File: config.mk
export PLATFORM = sky130hd
export DESIGN_NAME = hazard_unit_flat
export DESIGN_NICKNAME = d
export VERILOG_FILES = /design/src/rtl/cpu_pipe_pkg.sv /design/src/rtl/hazard_unit_if.sv /design/src/rtl/hazard_detect.sv /design/src/rtl/hazard_unit.sv /design/src/flat_wrapper.sv
export SDC_FILE = /design/constraint.sdc
export NUM_CORES = 1
export LEC_CHECK = 0
export CAP_MARGIN = 10
export CORE_ASPECT_RATIO = 1.1
export CORE_MARGIN = 2
export CORE_UTILIZATION = 30
export CTS_CLUSTER_SIZE = 8
export DETAILED_ROUTE_END_ITERATION = 8
export GPL_ROUTABILITY_DRIVEN = 1
export PLACE_DENSITY = 0.63
export SYNTH_ARGS = -nofsm -noshare
export SYNTH_HDL_FRONTEND = slang
export SYNTH_SLANG_ARGS = --single-unit
export TNS_END_PERCENT = 50
File: constraint.sdc
create_clock -name clk -period 4.9 [get_ports clk]
set_clock_uncertainty 0.1 [all_clocks]
set_input_delay 1.225 -clock clk [delete_from_list [all_inputs] [get_ports clk]]
set_output_delay 1.225 -clock clk [all_outputs]
set_load 0.02 [all_outputs]
File: src/rtl/cpu_pipe_pkg.sv
// Shared pipeline-control definitions for the LEGv8 core: zero register index,
// hazard FSM state encoding and the default performance-counter width.
package cpu_pipe_pkg;

   localparam logic [4:0] XZR      = 5'd31;
   localparam int         HZ_CNT_W = 32;

   typedef enum logic [1:0] {
      RUN          = 2'd0,
      FREEZE       = 2'd1,
      FREEZE_FLUSH = 2'd2
   } hz_state_t;

endpackage

File: src/rtl/hazard_unit_if.sv
// Bundle between the pipeline datapath and the hazard unit: register/control
// observations from ID, EX and MEM in, pipeline enables and counters out.
interface hazard_unit_if import cpu_pipe_pkg::*; #(parameter int CNT_W = HZ_CNT_W);

   logic [4:0]       id_rn;
   logic [4:0]       id_rm;
   logic             id_uses_rn;
   logic             id_uses_rm;
   logic             id_is_cbz;
   logic             id_is_bcond;
   logic [4:0]       id_ex_rd;
   logic             id_ex_regwrite;
   logic             id_ex_memread;
   logic             id_ex_setflags;
   logic [4:0]       ex_mem_rd;
   logic             ex_mem_memread;
   logic             branch_taken;
   logic             mem_busy;

   logic             pc_write;
   logic             if_id_write;
   logic             if_id_flush;
   logic             id_ex_bubble;
   logic             pipe_freeze;
   logic [CNT_W-1:0] stall_count;
   logic [CNT_W-1:0] flush_count;
   logic [1:0]       hz_state;

   modport master (
      output id_rn, id_rm, id_uses_rn, id_uses_rm, id_is_cbz, id_is_bcond,
             id_ex_rd, id_ex_regwrite, id_ex_memread, id_ex_setflags,
             ex_mem_rd, ex_mem_memread, branch_taken, mem_busy,
      input  pc_write, if_id_write, if_id_flush, id_ex_bubble, pipe_freeze,
             stall_count, flush_count, hz_state
   );

   modport slave (
      input  id_rn, id_rm, id_uses_rn, id_uses_rm, id_is_cbz, id_is_bcond,
             id_ex_rd, id_ex_regwrite, id_ex_memread, id_ex_setflags,
             ex_mem_rd, ex_mem_memread, branch_taken, mem_busy,
      output pc_write, if_id_write, if_id_flush, id_ex_bubble, pipe_freeze,
             stall_count, flush_count, hz_state
   );

endinterface

File: src/rtl/hazard_detect.sv
// Combinational data-hazard comparator: flags the ID instruction whenever an
// operand it needs cannot be forwarded in time.
module hazard_detect
   import cpu_pipe_pkg::*;
(
   input  logic [4:0] id_rn,
   input  logic [4:0] id_rm,
   input  logic       id_uses_rn,
   input  logic       id_uses_rm,
   input  logic       id_is_cbz,
   input  logic       id_is_bcond,
   input  logic [4:0] id_ex_rd,
   input  logic       id_ex_regwrite,
   input  logic       id_ex_memread,
   input  logic       id_ex_setflags,
   input  logic [4:0] ex_mem_rd,
   input  logic       ex_mem_memread,
   output logic       stall
);

   logic load_use;
   logic cbz_ex;
   logic cbz_mem;
   logic flag_dep;

   assign load_use = id_ex_memread && (id_ex_rd != XZR) &&
                     ((id_uses_rn && (id_ex_rd == id_rn)) ||
                      (id_uses_rm && (id_ex_rd == id_rm)));

   // CBZ resolves in ID, so even an ALU result in EX is too late to forward.
   assign cbz_ex   = id_is_cbz && id_ex_regwrite && (id_ex_rd != XZR) &&
                     (id_ex_rd == id_rm);

   assign cbz_mem  = id_is_cbz && ex_mem_memread && (ex_mem_rd != XZR) &&
                     (ex_mem_rd == id_rm);

   assign flag_dep = id_is_bcond && id_ex_setflags;

   assign stall = load_use || cbz_ex || cbz_mem || flag_dep;

endmodule

File: src/rtl/hazard_unit.sv
// Stall/flush controller for the 5-stage LEGv8 pipeline: bubbles on data
// hazards, flushes taken branches, freezes on data-memory wait.
//
// state        | meaning
// -------------+-------------------------------------------------------------
// RUN          | normal operation, hazards evaluated every cycle
// FREEZE       | data memory busy, no branch flush owed on release
// FREEZE_FLUSH | data memory busy, taken branch arrived, flush on release
module hazard_unit
   import cpu_pipe_pkg::*;
#(
   parameter int CNT_W = HZ_CNT_W
)
(
   input  logic        clk,
   input  logic        reset,
   hazard_unit_if.slave hz
);

   localparam logic [1:0] S_RUN          = RUN;
   localparam logic [1:0] S_FREEZE       = FREEZE;
   localparam logic [1:0] S_FREEZE_FLUSH = FREEZE_FLUSH;

   logic [1:0]       state_q;
   logic [1:0]       next_state;
   logic             stall;
   logic             stall_inc;
   logic             flush_inc;
   logic             pc_write;
   logic             if_id_write;
   logic             if_id_flush;
   logic             id_ex_bubble;
   logic             pipe_freeze;
   logic [CNT_W-1:0] stall_q;
   logic [CNT_W-1:0] flush_q;

   hazard_detect u_detect (
      .id_rn          (hz.id_rn),
      .id_rm          (hz.id_rm),
      .id_uses_rn     (hz.id_uses_rn),
      .id_uses_rm     (hz.id_uses_rm),
      .id_is_cbz      (hz.id_is_cbz),
      .id_is_bcond    (hz.id_is_bcond),
      .id_ex_rd       (hz.id_ex_rd),
      .id_ex_regwrite (hz.id_ex_regwrite),
      .id_ex_memread  (hz.id_ex_memread),
      .id_ex_setflags (hz.id_ex_setflags),
      .ex_mem_rd      (hz.ex_mem_rd),
      .ex_mem_memread (hz.ex_mem_memread),
      .stall          (stall)
   );

   always_comb begin
      pc_write     = 1'b1;
      if_id_write  = 1'b1;
      if_id_flush  = 1'b0;
      id_ex_bubble = 1'b0;
      pipe_freeze  = 1'b0;
      stall_inc    = 1'b0;
      flush_inc    = 1'b0;
      next_state   = state_q;

      case (state_q)
         S_RUN, S_FREEZE: begin
            if (hz.mem_busy) begin
               pc_write    = 1'b0;
               if_id_write = 1'b0;
               pipe_freeze = 1'b1;
               // A branch seen while already frozen is ignored; only RUN can arm a deferred flush.
               if ((state_q == S_RUN) && hz.branch_taken && !stall)
                  next_state = S_FREEZE_FLUSH;
               else
                  next_state = S_FREEZE;
            end else begin
               next_state = S_RUN;
               if (stall) begin
                  pc_write     = 1'b0;
                  if_id_write  = 1'b0;
                  id_ex_bubble = 1'b1;
                  stall_inc    = 1'b1;
               end else if (hz.branch_taken) begin
                  if_id_flush = 1'b1;
                  flush_inc   = 1'b1;
               end
            end
         end
         S_FREEZE_FLUSH: begin
            if (hz.mem_busy) begin
               pc_write    = 1'b0;
               if_id_write = 1'b0;
               pipe_freeze = 1'b1;
            end else begin
               if_id_flush = 1'b1;
               flush_inc   = 1'b1;
               next_state  = S_RUN;
            end
         end
         default: next_state = S_RUN;
      endcase

      if (reset) begin
         pc_write     = 1'b1;
         if_id_write  = 1'b1;
         if_id_flush  = 1'b0;
         id_ex_bubble = 1'b0;
         pipe_freeze  = 1'b0;
         stall_inc    = 1'b0;
         flush_inc    = 1'b0;
         next_state   = S_RUN;
      end
   end

   always_ff @(posedge clk or posedge reset) begin
      if (reset)
         state_q <= S_RUN;
      else
         state_q <= next_state;
   end

   always_ff @(posedge clk or posedge reset) begin
      if (reset) begin
         stall_q <= '0;
         flush_q <= '0;
      end else begin
         if (stall_inc && !(&stall_q))
            stall_q <= stall_q + CNT_W'(1);
         if (flush_inc && !(&flush_q))
            flush_q <= flush_q + CNT_W'(1);
      end
   end

   assign hz.pc_write     = pc_write;
   assign hz.if_id_write  = if_id_write;
   assign hz.if_id_flush  = if_id_flush;
   assign hz.id_ex_bubble = id_ex_bubble;
   assign hz.pipe_freeze  = pipe_freeze;
   assign hz.stall_count  = stall_q;
   assign hz.flush_count  = flush_q;
   assign hz.hz_state     = state_q;

endmodule
File: src/flat_wrapper.sv
// flat-port wrapper written by rule: the top's interface ports become plain ports
module hazard_unit_flat import cpu_pipe_pkg::*;
#(
   parameter int CNT_W = HZ_CNT_W
)
  (clk, reset, hz_id_rn, hz_id_rm, hz_id_uses_rn, hz_id_uses_rm, hz_id_is_cbz, hz_id_is_bcond, hz_id_ex_rd, hz_id_ex_regwrite, hz_id_ex_memread, hz_id_ex_setflags, hz_ex_mem_rd, hz_ex_mem_memread, hz_branch_taken, hz_mem_busy, hz_pc_write, hz_if_id_write, hz_if_id_flush, hz_id_ex_bubble, hz_pipe_freeze, hz_stall_count, hz_flush_count, hz_hz_state);
  hazard_unit_if #(.CNT_W(CNT_W)) hz_i ();
  input  logic clk;
  input  logic reset;
  input wire logic [$bits(hz_i.id_rn)-1:0] hz_id_rn;
  input wire logic [$bits(hz_i.id_rm)-1:0] hz_id_rm;
  input wire logic [$bits(hz_i.id_uses_rn)-1:0] hz_id_uses_rn;
  input wire logic [$bits(hz_i.id_uses_rm)-1:0] hz_id_uses_rm;
  input wire logic [$bits(hz_i.id_is_cbz)-1:0] hz_id_is_cbz;
  input wire logic [$bits(hz_i.id_is_bcond)-1:0] hz_id_is_bcond;
  input wire logic [$bits(hz_i.id_ex_rd)-1:0] hz_id_ex_rd;
  input wire logic [$bits(hz_i.id_ex_regwrite)-1:0] hz_id_ex_regwrite;
  input wire logic [$bits(hz_i.id_ex_memread)-1:0] hz_id_ex_memread;
  input wire logic [$bits(hz_i.id_ex_setflags)-1:0] hz_id_ex_setflags;
  input wire logic [$bits(hz_i.ex_mem_rd)-1:0] hz_ex_mem_rd;
  input wire logic [$bits(hz_i.ex_mem_memread)-1:0] hz_ex_mem_memread;
  input wire logic [$bits(hz_i.branch_taken)-1:0] hz_branch_taken;
  input wire logic [$bits(hz_i.mem_busy)-1:0] hz_mem_busy;
  output wire logic [$bits(hz_i.pc_write)-1:0] hz_pc_write;
  output wire logic [$bits(hz_i.if_id_write)-1:0] hz_if_id_write;
  output wire logic [$bits(hz_i.if_id_flush)-1:0] hz_if_id_flush;
  output wire logic [$bits(hz_i.id_ex_bubble)-1:0] hz_id_ex_bubble;
  output wire logic [$bits(hz_i.pipe_freeze)-1:0] hz_pipe_freeze;
  output wire logic [$bits(hz_i.stall_count)-1:0] hz_stall_count;
  output wire logic [$bits(hz_i.flush_count)-1:0] hz_flush_count;
  output wire logic [$bits(hz_i.hz_state)-1:0] hz_hz_state;
  assign hz_i.id_rn = hz_id_rn;
  assign hz_i.id_rm = hz_id_rm;
  assign hz_i.id_uses_rn = hz_id_uses_rn;
  assign hz_i.id_uses_rm = hz_id_uses_rm;
  assign hz_i.id_is_cbz = hz_id_is_cbz;
  assign hz_i.id_is_bcond = hz_id_is_bcond;
  assign hz_i.id_ex_rd = hz_id_ex_rd;
  assign hz_i.id_ex_regwrite = hz_id_ex_regwrite;
  assign hz_i.id_ex_memread = hz_id_ex_memread;
  assign hz_i.id_ex_setflags = hz_id_ex_setflags;
  assign hz_i.ex_mem_rd = hz_ex_mem_rd;
  assign hz_i.ex_mem_memread = hz_ex_mem_memread;
  assign hz_i.branch_taken = hz_branch_taken;
  assign hz_i.mem_busy = hz_mem_busy;
  assign hz_pc_write = hz_i.pc_write;
  assign hz_if_id_write = hz_i.if_id_write;
  assign hz_if_id_flush = hz_i.if_id_flush;
  assign hz_id_ex_bubble = hz_i.id_ex_bubble;
  assign hz_pipe_freeze = hz_i.pipe_freeze;
  assign hz_stall_count = hz_i.stall_count;
  assign hz_flush_count = hz_i.flush_count;
  assign hz_hz_state = hz_i.hz_state;
  hazard_unit #(.CNT_W(CNT_W)) u_core (.clk(clk), .reset(reset), .hz(hz_i));
endmodule
==> results.sh <==
export IMPL_fin_nets=505
export IMPL_synth_edf_count=0
export IMPL_row_count=42
export IMPL_gp_congestion=0.809
export IMPL_finalMaxSlewViolations=0
export IMPL_p_per_area_nw_per_um2=310
export IMPL_ys_flop_type="dfrtp_1"
export IMPL_die_area_um2=13400
export IMPL_drt_iter0_markers=148
export IMPL_synth_seq_cells=66
export IMPL_grt_pass1_vias=3388
export IMPL_cts_tree="built"
export IMPL_vias=3256
export IMPL_nFillCells=1158
export IMPL_core_um2=12100
export IMPL_r2r_start="u_core.hz.stall_count[12]"
export IMPL_rsz0062_at_grt="yes"
export IMPL_detail_route_antenna_nets=0
export IMPL_cp_endpoint="hz_if_id_write"
export IMPL_worst_slew_pin_slew_ps=928
export IMPL_synth_area_um2=3740
export IMPL_io_buffers=102
export IMPL_synth_nets=397
export IMPL_worst_r2r_endpoint="u_core.hz.stall_count[1]"
export IMPL_critPathBufInv=2
export IMPL_clkTransAtPathRegs_ps=50
export IMPL_htree_levels=3
export IMPL_drive_above_1_share=0.0903
export IMPL_postPlaceCellArea_um2=4930
export IMPL_vias_per_cell=5.17
export IMPL_antenna_found_initial=0
export IMPL_antenna_cells=0
export IMPL_postLayoutCellArea_um2=5250
export IMPL_seqCellArea_um2=1650
export IMPL_worstPathArrival_ps=3450
export IMPL_firstDrtPassIters=4
export IMPL_critPathTopFamily="buffers and inverters"
export IMPL_cts_sinks=66
export IMPL_grt_pass1_wl_um=16600
export IMPL_r2r_cells=6
export IMPL_overflow=0
export IMPL_die_w_um=110
export IMPL_path_common_cell="clkdlybuf4s50_1"
export IMPL_r2r_slack_ps=2280
export IMPL_criticalPathCategory="input pin to output pin"
export IMPL_ys_seq_area_frac=0.442
export IMPL_holdBufCountCts=0
export IMPL_layout_commonest_cell="clkdlybuf4s50_1"
export IMPL_cts_buffers=9
export IMPL_cts_buffer_depth=2
export IMPL_maxCapViolations=0
export IMPL_critPathMaxStageDelay_ps=650
export IMPL_grt_max_degree=67
export IMPL_hold_path_class="flip-flop to flip-flop"
export IMPL_static_leakage_power_nw=2.04
export IMPL_hold_viol_final=0
export IMPL_start_util=0.309
export IMPL_cts_root_buf="clkbuf_16"
export IMPL_syn_to_final_growth_pct=40.5
export IMPL_end_kind="output pin"
export IMPL_grt_util_all_layers=0.153
export IMPL_crit_chain="clkdlybuf4s50_1 > xor2_1 > nor4_2 > a22o_4 > a21oi_1 > nor2_1 > o21ai_0 > clkdlybuf4s50_1"
export IMPL_wl_per_cell_um=15.6
export IMPL_dp_slack_ps=123
export IMPL_syn_inst=363
export IMPL_dpl_hpwl_um=7150
export IMPL_status="finished, final reports clean"
export IMPL_synth_cell_types=48
export IMPL_cp_start_kind="input pin"
export IMPL_ios=103
export IMPL_critPathMaxFanout=3
export IMPL_fmax_ghz=0.209
export IMPL_cp_depth=8
export IMPL_drc_errors=0
export IMPL_worstSetupStartpoint="hz_id_ex_rd[2]"
export IMPL_async_flop_share=1.00
export IMPL_cp_required_ps=3580
export IMPL_slowest_stage="clkdlybuf4s50_1"
export IMPL_layout_common_cells="clkdlybuf4s50_1, dfrtp_1, xnor2_1, nand4_1, nand2_1"
export IMPL_fin_crit_sh=0.975
export IMPL_ys_warn_count=0
export IMPL_final_setup_viol_count=0
export IMPL_syn_area_per_cell_um2=10.3
export IMPL_die_h_um=121
export IMPL_ir_worst_vdd_mv=0.243
export IMPL_fin_crit_ps=4780
export IMPL_worst_slack_ps=122
export IMPL_multiInputGateArea_um2=1990
export IMPL_insertion_delay_ps=320
export IMPL_relSlewSlack=0.376
export IMPL_wirelength_um=9800
[cell families after synthesis]
logic type	synth area share
buffers and inverters	0.0284
xor gates and xnor gates	0.176
muxes	0.00870
and+or+nand+nor	0.233
adders and majority gates	0.00669
AOI/OAI and AO/OA	0.106
DFF	0.442
[cells in the mapped netlist, types with 4 or more instances]
master | number | area [um2]
xnor2_1 | 53 | 464
nor3_1 | 15 | 75.1
a2111oi_2 | 4 | 60.1
and4_1 | 7 | 61.3
inv_1 | 7 | 26.3
nor2_1 | 12 | 45.0
xor2_1 | 22 | 193
nand3_1 | 23 | 115
o211ai_1 | 8 | 60.1
buf_2 | 4 | 20.0
nand4_1 | 30 | 188
nand2_1 | 26 | 97.6
o2111ai_1 | 5 | 43.8
a21oi_1 | 9 | 45.0
and2_1 | 7 | 43.8
o21ai_1 | 6 | 30.0
dfrtp_1 | 66 | 1650
and3_1 | 16 | 100
nor4_2 | 4 | 50.1
[how the worst min path moves through the flow]
stage / endpoint / startpoint / slack [ps] / depth (start not counted)
after floorplan: u_core.hz.flush_count[10] / u_core.hz.flush_count[10] / 490 / 1
after global placement: u_core.hz.flush_count[10] / u_core.hz.flush_count[10] / 380 / 1
after detailed placement: u_core.hz.flush_count[14] / u_core.hz.flush_count[14] / 390 / 1
after CTS: u_core.hz.flush_count[19] / u_core.hz.flush_count[19] / 400 / 1
after global routing: u_core.hz.stall_count[31] / u_core.hz.stall_count[31] / 420 / 1
final: u_core.hz.flush_count[10] / u_core.hz.flush_count[10] / 390 / 1
[repair_timing]
item                       in CTS  in global routing
buffers inserted                0                  0
gates resized for setup         0                  1
setup endpoints to repair       0                  2
[layer usage]
| metal | global-route usage | vias to the layer above | wire (um) |
|---|---|---|---|
| li1 | - | 1550 | - |
| met1 | 0.181 | 1602 | 4130 |
| met2 | 0.266 | 83 | 4940 |
| met3 | 0.0350 | 21 | 444 |
| met4 | 0.0672 | 0 | 284 |
| met5 | 0 | - | 0 |
[where the power goes]
group / switching, mW / internal [mW]
clock network: 0.225 / 0.460
logic: 0.150 / 0.147
registers: 0.0586 / 0.587
total: 0.434 / 1.19
[sequential cells by signal, summed over array words and instances (netlist names)]
register / count
u_core.hz.flush_count: 32
u_core.hz.hz_state: 2
u_core.hz.stall_count: 32
[through the flow]
step	hold slack [ps]	setup TNS [ps]	total power, mW	instances	util
floorplan	490	0	0.797	363	-
global placement	375	0	0.947	614	0.408
detailed placement	390	0	0.952	614	0.408
CTS	400	0	1.65	630	0.434
global route	418	-4.20	1.71	630	0.435
finish	390	0	1.63	630	0.435
[worst register-to-register path: cells and delay by family (launching register included)]
| kind | cells | cell delay, ps |
|---|---|---|
| AND/OR/NAND/NOR | 5 | 1610 |
| flip-flops | 1 | 440 |
| multiplexers | 1 | 350 |
[final cells by class]
type | instances | area share
Clock buffer | 14 | 0.0483
Clock inverter | 2 | 0.0114
Inverter | 8 | 0.00643
Multi-Input combinational cell | 277 | 0.378
Sequential cell | 66 | 0.314
Tap cell | 154 | 0.0367
Timing Repair Buffer | 109 | 0.204
Note: power is estimated with default switching activity, not from simulation.
==> RTL change 1: new RTL, config.mk and constraints unchanged <==
The package constant `HZ_CNT_W` goes from 32 to 64.
--- a/src/rtl/cpu_pipe_pkg.sv
+++ b/src/rtl/cpu_pipe_pkg.sv
@@ -5,3 +5,3 @@
    localparam logic [4:0] XZR      = 5'd31;
-   localparam int         HZ_CNT_W = 32;
+   localparam int         HZ_CNT_W = 64;
 
Ports: changed (resized hz_flush_count and hz_stall_count); port bits go from 103 to 167. No check against the original RTL was run, so the function may have changed too.
==> RTL change 1 against the original RTL <==
  * Sequential cell count rose by 64
  * Wire length up 96%
  * Design area grew 78%
  * Area after synthesis grew 81%
  * Sequential share of layout area increased by 3.4 points
  * Setup slack lost 0.020 ns
  * Maximum frequency is 0.42% lower
  * Total power up 74%
==> RTL change 1: results (changes against the original RTL) <==
| Metric | Value |
|---|---|
| Largest net degree at the start of global routing | 68 (was 67) |
| Crit Reg-Reg Endpoint | u_core.hz.flush_count[22] (was u_core.hz.stall_count[1]) |
| Placed instance area | 8740 um2 (was 4930 um2) |
| Ant. Diodes | 0 (unchanged) |
| First-pass GRT wire length | 31.4 mm (was 16.6 mm) |
| CP max stage delay | 0.67 ns (was 0.65 ns) |
| Seq/Total Area, Yosys | 0.482 (was 0.442) |
| HP Start | u_core.hz.stall_count[53] (was u_core.hz.flush_count[10]) |
| Drt total wl | 19.2 mm (was 9.80 mm) |
| CP max FO | 3 (unchanged) |
| Antenna violations before repair | 0 (unchanged) |
| Cell leakage power | 3.89 nW (was 2.04 nW) |
| Worst-case reg-to-reg path depth | 8 (was 6) |
| GP Congestion | 0.828 (was 0.809) |
| Top cells by area, synth | dfrtp_1, xnor2_1, xor2_1 (unchanged) |
| Reg-to-Reg Start | u_core.hz.flush_count[24] (was u_core.hz.stall_count[12]) |
| Fillers | 2149 (was 1158) |
| R2R Setup Slk | 1.31 ns (was 2.28 ns) |
| Post-synthesis cell type count | 52 (was 48) |
| Mean Syn Cell Area | 10.3 um2 (about the same) |
| Vias in the first global route | 5765 (was 3388) |
| Share of layout cells above drive strength 1 | 0.0809 (was 0.0903) |
| Hold EP | u_core.hz.stall_count[53] (was u_core.hz.flush_count[10]) |
| Hold slack | 0.388 ns (was 0.390 ns) |
| Total GRT Usage | 0.165 (was 0.153) |
| Port Buffers | 166 (was 102) |
| Clock slew at reported path FFs | 0.06 ns |
| DP Cell Count | 1104 (was 614) |
| Crit path DAT | 3.47 ns (was 3.45 ns) |
| Initial DRC count | 264 (was 148) |
| Post-synth top cells | dfrtp_1, xnor2_1, nand4_1, nand3_1, xor2_1 (was dfrtp_1, xnor2_1, nand4_1, nand2_1, nand3_1) |
| Htree depth | 4 (was 3) |
| Total CTS buffers | 17 (was 9) |
| Layout Nets | 862 (was 505) |
| Skew-Pair Late Insertion Delay | 0.42 ns (was 0.32 ns) |
| Root Driver | clkbuf_16 (unchanged) |
| Wirelength per Cell | 16.9 um (was 15.6 um) |
| Worst slew pin tran | 0.891 ns (was 0.928 ns) |
| Setup Buffers After CTS | 0 (unchanged) |
| Worst vdd ir | 0.000228 V (was 0.000243 V) |
| Dpl hpwl | 13.5 mm (was 7.15 mm) |
| Post-Syn Nets | 692 (was 397) |
| Status | finished clean (unchanged) |
| Vias/cell | 5.08 (was 5.17) |
| First-pass detailed-route iteration total | 5 (was 4) |
-- RTL change 1: repair_timing --
action,CTS,global route
setup endpoints to repair,1,3
pin swaps,0,0
endpoints found under the hold margin,0,0
resized for setup,1,1
-- RTL change 1: logic make-up after synthesis --
kind of cell,count (synthesis),synth area share
adder cells (fa/ha/maj),2,0.00370
multiplexers,1,0.00167
XOR/XNOR,140,0.182
AO/OA/AOI/OAI,11,0.0144
AND/OR/NAND/NOR,332,0.287
flip-flops,130,0.482
buffers and inverters,42,0.0306
-- RTL change 1: through the flow --
stage / TNS, ns / worst slack [ns] / util
3_3_place_gp: 0 / 0.0477 / 0.396
5_1_grt: -0.158 / -0.0828 / 0.422
4_1_cts: 0 / 0.0465 / 0.422
3_5_place_dp: 0 / 0.00746 / 0.396
6_report: 0 / 0.101 / 0.422
2_1_floorplan: -0.942 / -0.602 / -
-- RTL change 1: layout make-up --
type	instances	area share
multi-input cells	486	0.355
flip-flops and latches	130	0.348
repair buffers	178	0.188
clock buffers	19	0.0464
well taps	295	0.0395
clock inverters	13	0.0163
inverters	15	0.00643
-- RTL change 1: worst max path at each step --
stage,start,to,slack [ns]
floorplan,reset,hz_pc_write,-0.60
global placement,hz_id_rm[1],hz_if_id_flush,0.05
detailed placement,hz_id_rm[1],hz_if_id_flush,0.007
CTS,hz_id_ex_rd[0],hz_if_id_flush,0.05
global route,hz_ex_mem_rd[1],hz_if_id_write,-0.08
finish,hz_id_ex_rd[1],hz_if_id_write,0.10
-- RTL change 1: routing by layer --
metal  share of wire  track usage
met1            0.44        0.210
met2            0.47        0.268
met3           0.070       0.0463
met4           0.018       0.0590
met5               0            0
-- RTL change 1: power breakdown --
part / leakage [nW] / switching (mW) / internal [mW] / total [mW]
combinational: 1.85 / 0.196 / 0.161 / 0.357
clock: 0.276 / 0.525 / 0.760 / 1.28
sequential: 1.76 / 0.0706 / 1.12 / 1.19
-- RTL change 1: worst max-delay path, delay by kind of cell --
family | cells | cell delay, ns
compound gates | 3 | 0.71
simple gates | 2 | 0.31
buf+inv | 2 | 1.22
==> RTL change 2: new RTL, same flow settings <==
Made on the original files. Make the reset (`reset`) synchronous in 2 clocked blocks.
--- a/src/rtl/hazard_unit.sv
+++ b/src/rtl/hazard_unit.sv
@@ -112,3 +112,3 @@
 
-   always_ff @(posedge clk or posedge reset) begin
+   always_ff @(posedge clk) begin
       if (reset)
@@ -119,3 +119,3 @@
 
-   always_ff @(posedge clk or posedge reset) begin
+   always_ff @(posedge clk) begin
       if (reset) begin
Behaviour: differs if reset is asserted again (counterexample within 4 cycles, from zero or initial values and one cycle with reset high); with reset held inactive, the same outputs for 10 cycles.
==> RTL change 2 against the original RTL <==
  * Setup slack got worse by 0.0029 ns
  * Wire length barely moved
  * Design area down 3.5%
  * Register-to-register slack got worse by 0.38 ns
  * Area after synthesis shrank 3.1%
  * Sequential cell count unchanged
  * First-iteration DRC count rose by 8.1%
  * Synthesized cell count grew 17%
  * Utilization shrank 0.95 points
  * Die area is 3.0% lower
  * Critical endpoint is now hz_pc_write
Power is not compared: it rests on default switching activity, and its combinational part moved more than twofold at a synthesized area within 25%.
==> RTL change 2: results (changes against the original RTL) <==
| Metric | Value |
|---|---|
| Share of layout cells above drive strength 1 | 0.0814 (was 0.0903) |
| Post-synth top cells | dfxtp_1, nor2_1, xnor2_1, a21oi_1, nand3_1 (was dfrtp_1, xnor2_1, nand4_1, nand2_1, nand3_1) |
| Total GRT Usage | 0.153 (about the same) |
| Worst slew pin tran | 0.616 ns (was 0.928 ns) |
| Top cells by area, synth | dfxtp_1, xnor2_1, nor2_1 (was dfrtp_1, xnor2_1, xor2_1) |
| Non-CTS buffers | 107 (was 109) |
| Multi-input combinational cell count | 329 (was 277) |
| Non-clk invs | 10 (was 8) |
| Vias in the first global route | 3240 (was 3388) |
| Fillers | 1206 (was 1158) |
| Initial DRC count | 160 (was 148) |
| Reg area | 1320 um2 (was 1650 um2) |
| Ys flop type | dfxtp_1 (was dfrtp_1) |
| Via count | 3523 (was 3256) |
| Final clock-cell share | 0.0629 (was 0.0598) |
| Largest net degree at the start of global routing | 55 (was 67) |
| Crit path DAT | 3.46 ns (was 3.45 ns) |
| Ys async rst share | 0 (was 1.00) |
| Status | finished clean (unchanged) |
| Setup slack at placement | 0.137 ns (was 0.123 ns) |
| Layout Nets | 557 (was 505) |
| Dpl hpwl | 7.05 mm (was 7.15 mm) |
| Share of the synthesized area in the top cell type | 0.365 (was 0.442) |
| DP Cell Count | 666 (was 614) |
| Seq/Total Area, Yosys | 0.365 (was 0.442) |
| Placed instance area | 4750 um2 (was 4930 um2) |
| Drt total wl | 9.80 mm (about the same) |
[RTL change 2: cell count changes after synthesis, sizes merged, moves of 9 or more]
cell | unedited run | this run
xor2 | 22 | 6
dfrtp | 66 | 0
nor2 | 13 | 44
or3 | 2 | 18
nor2b | 0 | 13
o21ai | 7 | 16
and3 | 19 | 7
dfxtp | 0 | 66
or4 | 1 | 16
xnor2 | 53 | 31
o31ai | 0 | 16
a21oi | 9 | 30
[RTL change 2: logic make-up after synthesis]
group,Yosys count,synth area share
compound gates,72,0.121
buf+inv,31,0.0438
fa+ha+maj,2,0.00690
flops,66,0.365
mux,12,0.0404
xor+xnor,37,0.0894
simple gates,206,0.334
[RTL change 2: worst reg2reg max path, cell delays in order, from the launching register on]
cell and delay [ns]:
dfxtp_1 0.47, nand4_2 0.15, or3_4 0.43, or3_1 0.49, nor4_4 0.35, a21o_4 0.44, nor4_2 0.15, mux2_4 0.31
[RTL change 2: final timing paths]
check                               to                      start  slack [ns]  cells after the start
max                        hz_pc_write             hz_id_ex_rd[4]        0.12                      8
min          u_core.hz.stall_count[27]  u_core.hz.stall_count[27]        0.39                      2
max reg2reg  u_core.hz.flush_count[21]   u_core.hz.flush_count[4]        1.90                      7
min reg2reg  u_core.hz.stall_count[27]  u_core.hz.stall_count[27]        0.39                      2
[RTL change 2: layer usage]
| metal | vias to the layer above | share of wire | track usage |
|---|---|---|---|
| met5 | - | 0 | 0 |
| met4 | 0 | 0.014 | 0.0425 |
| met3 | 13 | 0.040 | 0.0334 |
| met2 | 76 | 0.49 | 0.255 |
| met1 | 1669 | 0.45 | 0.198 |
| li1 | 1765 | - | - |
[RTL change 2: power breakdown]
part	switching, mW	internal [mW]
combinational	0.0511	0.0478
sequential	0.00315	0.539
clock	0.245	0.444
